`config.mk`:
```
export PLATFORM = sky130hd
export DESIGN_NAME = seven_seg_scanner
export DESIGN_NICKNAME = d
export VERILOG_FILES = /design/src/rtl/seven_seg_scanner.sv
export SDC_FILE = /design/constraint.sdc
export NUM_CORES = 1
export LEC_CHECK = 0
export CELL_PAD_IN_SITES_DETAIL_PLACEMENT = 0
export CELL_PAD_IN_SITES_GLOBAL_PLACEMENT = 1
export CORE_MARGIN = 10
export CORE_UTILIZATION = 30
export CTS_CLUSTER_DIAMETER = 200
export DETAILED_ROUTE_END_ITERATION = 8
export HOLD_SLACK_MARGIN = 0.05
export PLACE_DENSITY_LB_ADDON = 0.1
export SYNTH_ARGS = -nofsm -noshare
export SYNTH_HDL_FRONTEND = slang
export SYNTH_SLANG_ARGS = --single-unit
```
`constraint.sdc`:
```
create_clock -name clock -period 3.22 [get_ports clock]
set_clock_uncertainty 0.15 [all_clocks]
set_input_delay 0.322 -clock clock [delete_from_list [all_inputs] [get_ports clock]]
set_output_delay 0.322 -clock clock [all_outputs]
set_load 0.1 [all_outputs]
```
`src/rtl/seven_seg_scanner.sv`:
```
// Four-digit MM.SS multiplexer for a common-anode 7-segment display, fed by the kitchen-timer FSM.
// Latches one digit snapshot per frame, blanks anodes around slot changes and blinks while the alarm is up.
//
// state  | meaning
// BL_ON  | display enabled (also the state whenever led is low)
// BL_OFF | alarm blink half-period with all anodes off
module seven_seg_scanner #(
    parameter int REFRESH_DIV  = 50000,
    parameter int BLANK_CYCLES = 500,
    parameter int BLINK_FRAMES = 128,
    parameter int LZ_SUPPRESS  = 1
) (
    input  logic       clock,
    input  logic       reset,
    input  logic [3:0] min_1,
    input  logic [3:0] min_0,
    input  logic [3:0] sec_1,
    input  logic [3:0] sec_0,
    input  logic       led,
    output logic [3:0] an,
    output logic [6:0] seg,
    output logic       dp,
    output logic       frame_tick
);

    localparam int PW = (REFRESH_DIV > 1) ? $clog2(REFRESH_DIV) : 1;
    localparam int BW = $clog2(BLINK_FRAMES) + 1;
    localparam logic [PW-1:0] P_LAST  = PW'(REFRESH_DIV - 1);
    localparam logic [PW-1:0] P_BLANK = PW'(BLANK_CYCLES);
    localparam logic [BW-1:0] B_LAST  = BW'(BLINK_FRAMES - 1);

    typedef enum logic {
        BL_ON  = 1'b0,
        BL_OFF = 1'b1
    } blink_state_t;

    logic [PW-1:0] r_pcnt;
    logic [1:0]    r_sel;
    logic [15:0]   r_snap;
    logic [BW-1:0] r_bcnt;
    blink_state_t  r_blink_state;
    logic [3:0]    r_an;
    logic [6:0]    r_seg;
    logic          r_dp;
    logic          r_frame_tick;

    logic          w_tick;
    logic          w_snap_evt;
    logic          w_blink_on;
    logic          w_lz_blank;
    logic [3:0]    w_digit;
    logic [3:0]    w_an;
    logic [6:0]    w_seg;
    logic          w_dp;
    logic [BW-1:0] w_bcnt_next;
    blink_state_t  w_blink_next;

    function automatic logic [6:0] f_decode(input logic [3:0] d);
        logic [6:0] s;
        case (d)
            4'd0:    s = 7'h40;
            4'd1:    s = 7'h79;
            4'd2:    s = 7'h24;
            4'd3:    s = 7'h30;
            4'd4:    s = 7'h19;
            4'd5:    s = 7'h12;
            4'd6:    s = 7'h02;
            4'd7:    s = 7'h78;
            4'd8:    s = 7'h00;
            4'd9:    s = 7'h10;
            default: s = 7'h3F;  // dash flags a non-BCD digit
        endcase
        return s;
    endfunction

    assign w_tick     = (r_pcnt == P_LAST);
    assign w_snap_evt = w_tick && (r_sel == 2'd3);
    assign w_blink_on = (r_blink_state == BL_ON);
    assign w_lz_blank = (LZ_SUPPRESS != 0) && (r_sel == 2'd3) && (r_snap[15:12] == 4'd0);

    always_comb begin
        w_digit = 4'd0;
        case (r_sel)
            2'd0: w_digit = r_snap[3:0];
            2'd1: w_digit = r_snap[7:4];
            2'd2: w_digit = r_snap[11:8];
            2'd3: w_digit = r_snap[15:12];
            default: w_digit = 4'd0;
        endcase
    end

    always_comb begin
        w_an  = 4'b1111;
        w_seg = f_decode(w_digit);
        w_dp  = (r_sel != 2'd2);
        if (!(r_pcnt < P_BLANK) && w_blink_on && !w_lz_blank) begin
            case (r_sel)
                2'd0: w_an = 4'b1110;
                2'd1: w_an = 4'b1101;
                2'd2: w_an = 4'b1011;
                2'd3: w_an = 4'b0111;
                default: w_an = 4'b1111;
            endcase
        end
    end

    // Blink counts frames via the snapshot event so OFF aligns with whole frames.
    always_comb begin
        w_blink_next = r_blink_state;
        w_bcnt_next  = r_bcnt;
        if (!led) begin
            w_blink_next = BL_ON;
            w_bcnt_next  = '0;
        end else if (w_snap_evt) begin
            if (r_bcnt == B_LAST) begin
                w_bcnt_next  = '0;
                w_blink_next = (r_blink_state == BL_ON) ? BL_OFF : BL_ON;
            end else begin
                w_bcnt_next = r_bcnt + BW'(1);
            end
        end
    end

    always_ff @(posedge clock) begin
        if (reset) begin
            r_blink_state <= BL_ON;
            r_bcnt        <= '0;
        end else begin
            r_blink_state <= w_blink_next;
            r_bcnt        <= w_bcnt_next;
        end
    end

    always_ff @(posedge clock) begin
        if (reset) begin
            r_pcnt       <= '0;
            r_sel        <= 2'd0;
            r_snap       <= 16'h0000;
            r_frame_tick <= 1'b0;
            r_an         <= 4'b1111;
            r_seg        <= 7'h7F;
            r_dp         <= 1'b1;
        end else begin
            r_pcnt       <= w_tick ? '0 : r_pcnt + PW'(1);
            if (w_tick) begin
                r_sel <= r_sel + 2'd1;
            end
            if (w_snap_evt) begin
                r_snap <= {min_1, min_0, sec_1, sec_0};
            end
            r_frame_tick <= w_snap_evt;
            r_an         <= w_an;
            r_seg        <= w_seg;
            r_dp         <= w_dp;
        end
    end

    assign an         = r_an;
    assign seg        = r_seg;
    assign dp         = r_dp;
    assign frame_tick = r_frame_tick;

endmodule
```
# After elaboration in Yosys (flattened, before gate mapping)
# Memory sizes are Yosys's and may differ from the RTL's. A register that Yosys moved wholly into a read port is not among the register bits.
# Index checks and enable logic that the tools add are counted.
# classes
add_sub_neg,3
order_cmp,1
eq_ne,6
mux,4
n_bitwise,3
n_reduce_logical,12
# ops
op,n
4-bit one-hot mux with 4 select lines,2
16-bit by 1-bit adder with 16-bit output (second input constant),1
16-bit equality test (second input constant),1
16-bit by 9-bit < comparator with 1-bit output (second input constant),1
8-bit by 1-bit adder with 8-bit output (second input constant),1
8-bit by 7-bit equality test with 1-bit output (second input constant),1
8-bit 2-to-1 mux,1
2-bit OR reduction,3
2-bit equality test (second input constant),2
1-bit logical AND,4
4-bit logical NOT,1
1-bit NOT,3
2-bit by 1-bit adder with 2-bit output (second input constant),1
2-bit by 1-bit equality test with 1-bit output (second input constant),1
1-bit logical NOT,2
2-bit logical NOT,1
2-bit inequality test (second input constant),1
2-bit AND reduction,1
1-bit 2-to-1 mux,1
# totals
ff_bits,49
mem_bits_ro,112
in_bits,19
output_inout_bits,13
word_cells,38
memories,1
# memory_table
memory,words,word_bits,read_ports,rd_clocked_by_memory_dff,write_ports,line_no,text
(no name shown),16,7,1,1,0,60,case (d)

# Depth between registers and ports, before layout
# depth
ltp_word,6
ltp_mapped,8
mapped_depth_nobuf,8

# Least setup slack after synthesis
# No wires, ideal clock.
# synth_path
path_kind,reg2reg
startpoint,register r_pcnt[13]
endpoint,register r_blink_state
setup_time_ns,0.071
arrival_time_ns,2.013
t_required_ns,2.999
path_slack_ns,0.986
stages_incl_launch_ff,6
path_buffers,1
synth_period_minus_slack_ns,2.234
cell_sequence,dfxtp_1 > or4_4 > or4_4 > buf_6 > or3_1 > a21oi_1
# synth_between
elab_chain_cells,3
# synth_rtl
element,line_no,text
start: declaration,37,logic [PW-1:0] r_pcnt;
start signal: assignment,144,r_pcnt <= w_tick ? '0 : r_pcnt + PW'(1);
16-bit equality test,76,assign w_tick = (r_pcnt == P_LAST);
1-bit logical AND,77,assign w_snap_evt = w_tick && (r_sel == 2'd3);
2-bit AND reduction (no source line),--,
end signal: assignment,129,r_blink_state <= w_blink_next;
end: declaration,41,blink_state_t r_blink_state;
# Every way passes these cells.
# A chain may end at the register's enable or synchronous reset.

# Worst setup path in the final report
# layout_path
startpoint,register r_pcnt[13]
endpoint,register r_bcnt[7]
# layout_between
elab_chain_cells,2
# layout_rtl
element,line_no,text
16-bit equality test,76,
1-bit logical AND,77,
end signal: assignment,130,r_bcnt <= w_bcnt_next;
end: declaration,40,logic [BW-1:0] r_bcnt;
# Every way passes these cells.

==> metrics.yaml <==
max_freq_ghz: 0.391
ctsHoldBuffers: 0
hold_viol: 0
place_congestion: 0.775
peakVddDrop_uv: 169
fillers: 821
required_ns: 3.31
synth_commonest_cells: "dfxtp_1 (56), nand2_1 (46), a21oi_1 (33)"
cts_root_buffer: "clkbuf_8"
setup_tns_ns: 0
cts-buffers-inserted: 5
synth.distinct_cells: 41
antenna_found_initial: 0
cts_tree: "done"
synth_top_cell_by_area: "dfxtp_1"
min_period_over_period_pct: 79.5
cts_resized: 0
stdcell_count: 411
synth_top_family_by_area: "simple AND/OR/NAND/NOR gates"
regArea_sq_um: 1120
dieArea_sq_um: 12100
max_cap_violations: 0
highest_layer: "met4"
synth_xor_area_share_pct: 5.43
die_h_microns: 110
wire_per_inst_microns: 13.9
synth-edff-count: 0
critical_path.startpoint: "r_pcnt[13]"
rsz0062_at_grt: "no"
grt.overflow.total: 0
yosysMostFrequentCell: "dfxtp_1"
synth_top_area_share_pct: 46.4
met1_length_mm: 2.66
timing.slew.headroom_pct: 35.0
yosysSeqAreaShare_pct: 46.4
clock_path_buffers: 2
grt_pass1_wl_mm: 9.47
drv_slew: 0
worstHoldStart: "r_snap[5]"
synthCells: 280
synth_seq_cells: 56
drtIter0Drc: 59
core-area_sq_um: 7770
setup_viol: 0
crit_path_end_kind: "flip-flop"
place_hpwl_mm: 4.12
synth_compound_area_share_pct: 13.8
final_layout_size_suffix_gt1_share_pct: 4.53
syn2layout_area_growth_pct: 20.6
cts_setup_buffers: 0
powerDensity_nw_per_um2: 406
drt-vias-per-instance: 4.87
synth-simple-area-share_pct: 24.6
ios: 32
fp.dieW_microns: 110
power_leakage_nw: 0.983
clock_latency_ns: 0.31
start_util_pct: 31.1
path_clk_slew_ns: 0.10
cts_max_level: 2
synth-adder-area-share_pct: 4.66
synth.area.top_cells: "dfxtp_1 (46%), nand2_1 (7.1%), a21oi_1 (6.8%)"
utilization_pct: 37.5
grt_usage_pct: 9.75
final_nets: 336
ant_nets: 0
tightest_slew_ns: 0.972
min_path_type: "reg -> reg"
worstPathArrival_ns: 2.65
syn_area_per_cell_sq_um: 8.64
grt_pass1_vias: 1949
status: "finished clean"
routed_wl_mm: 5.71
cp_max_fo: 31
worstSetupPathType: "reg -> reg"
dp.cells: 403
reg2reg_from: "r_pcnt[13]"
numPortBuffers: 31
synthMuxAreaShare_pct: 1.29
multiInputGateArea_sq_um: 1210
wl_met2_mm: 2.66
min_period_ns: 2.56
first_pass_iters: 4
clock_sinks: 56
p_total_mw: 1.18
dr_total_vias: 2003
netlist_area_sq_um: 2420
antenna_cells: 0
grt_max_degree: 32
ys.flop_type: "dfxtp_1"
synth-async-reset-ratio_pct: 0
cp-start-kind: "flip-flop"
rows: 32
wl_met3_microns: 298
syn_nets: 308
yosysWarnings: 0
drc_errors: 0
-- critical path, stage by stage, from the launching register on --
cell	delay, ns
dfxtp_1	0.36
or4_4	0.57
or4_4	0.73
or4_1	0.51
a21oi_1	0.15
-- cells in the final DEF, fill, tap and decap left out, types with 6 or more instances in the layout --
cell	n
dfxtp_1	56
clkdlybuf4s50_1	31
xnor2_1	8
nand4_1	10
inv_1	10
xor2_1	7
clkbuf_8	6
nor2_1	19
nand2_1	46
ha_1	9
nand3_1	10
a21oi_1	33
-- flip-flops by register name, summed over array words and instances (netlist names) --
signal / flops
an: 4
dp: 1
frame_tick: 1
r_bcnt: 8
r_blink_state: 1
r_pcnt: 16
r_sel: 2
r_snap: 16
seg: 7
-- where the power goes --
group          leakage [nW]  switching, mW  total [mW]  internal [mW]
logic                 0.478         0.0486      0.0798         0.0312
registers             0.454        0.00527       0.705          0.699
clock network        0.0510          0.227       0.400          0.172
-- cell families (layout without fill, tap and decap cells) --
logic type               count (synthesis)  after routing
AO/OA/AOI/OAI                           56             56
multiplexers                             3              3
XOR/XNOR                                15             15
flip-flops                              56             56
adder cells (fa/ha/maj)                  9              9
buffers and inverters                   23             52
AND/OR/NAND/NOR                        118            118
-- per-layer routing --
layer / track usage, % / vias up
li1: - / 1045
met1: 11.7 / 920
met2: 16.0 / 30
met3: 2.69 / 8
met4: 4.00 / 0
met5: 0 / -
-- worst paths after layout --
kind	endpoint	slack, ns	depth (start not counted)
setup reg to reg	r_bcnt[7]	0.66	4
setup / recovery	r_bcnt[7]	0.66	4
hold / removal	r_snap[5]	0.30	2
hold reg to reg	r_snap[5]	0.30	2
-- final cells by class --
| cell class | instances | area share, % |
|---|---|---|
| clock buffer | 6 | 2.83 |
| multi-input combinational | 201 | 41.4 |
| inverter | 11 | 1.42 |
| tap | 102 | 4.38 |
| timing repair buffer | 33 | 11.2 |
| sequential | 56 | 38.4 |
| clock inverter | 2 | 0.343 |
-- metrics by stage --
stage | hold WS [ns] | instance area (sq um) | setup slack (ns)
floorplan | 0.281 | 2420 | 0.986
finish | 0.305 | 2920 | 0.662
global route | 0.326 | 2920 | 0.546
CTS | 0.309 | 2920 | 0.653
detailed placement | 0.294 | 2820 | 0.676
global placement | 0.296 | 2820 | 0.707
(Power assumes the default switching activity.)
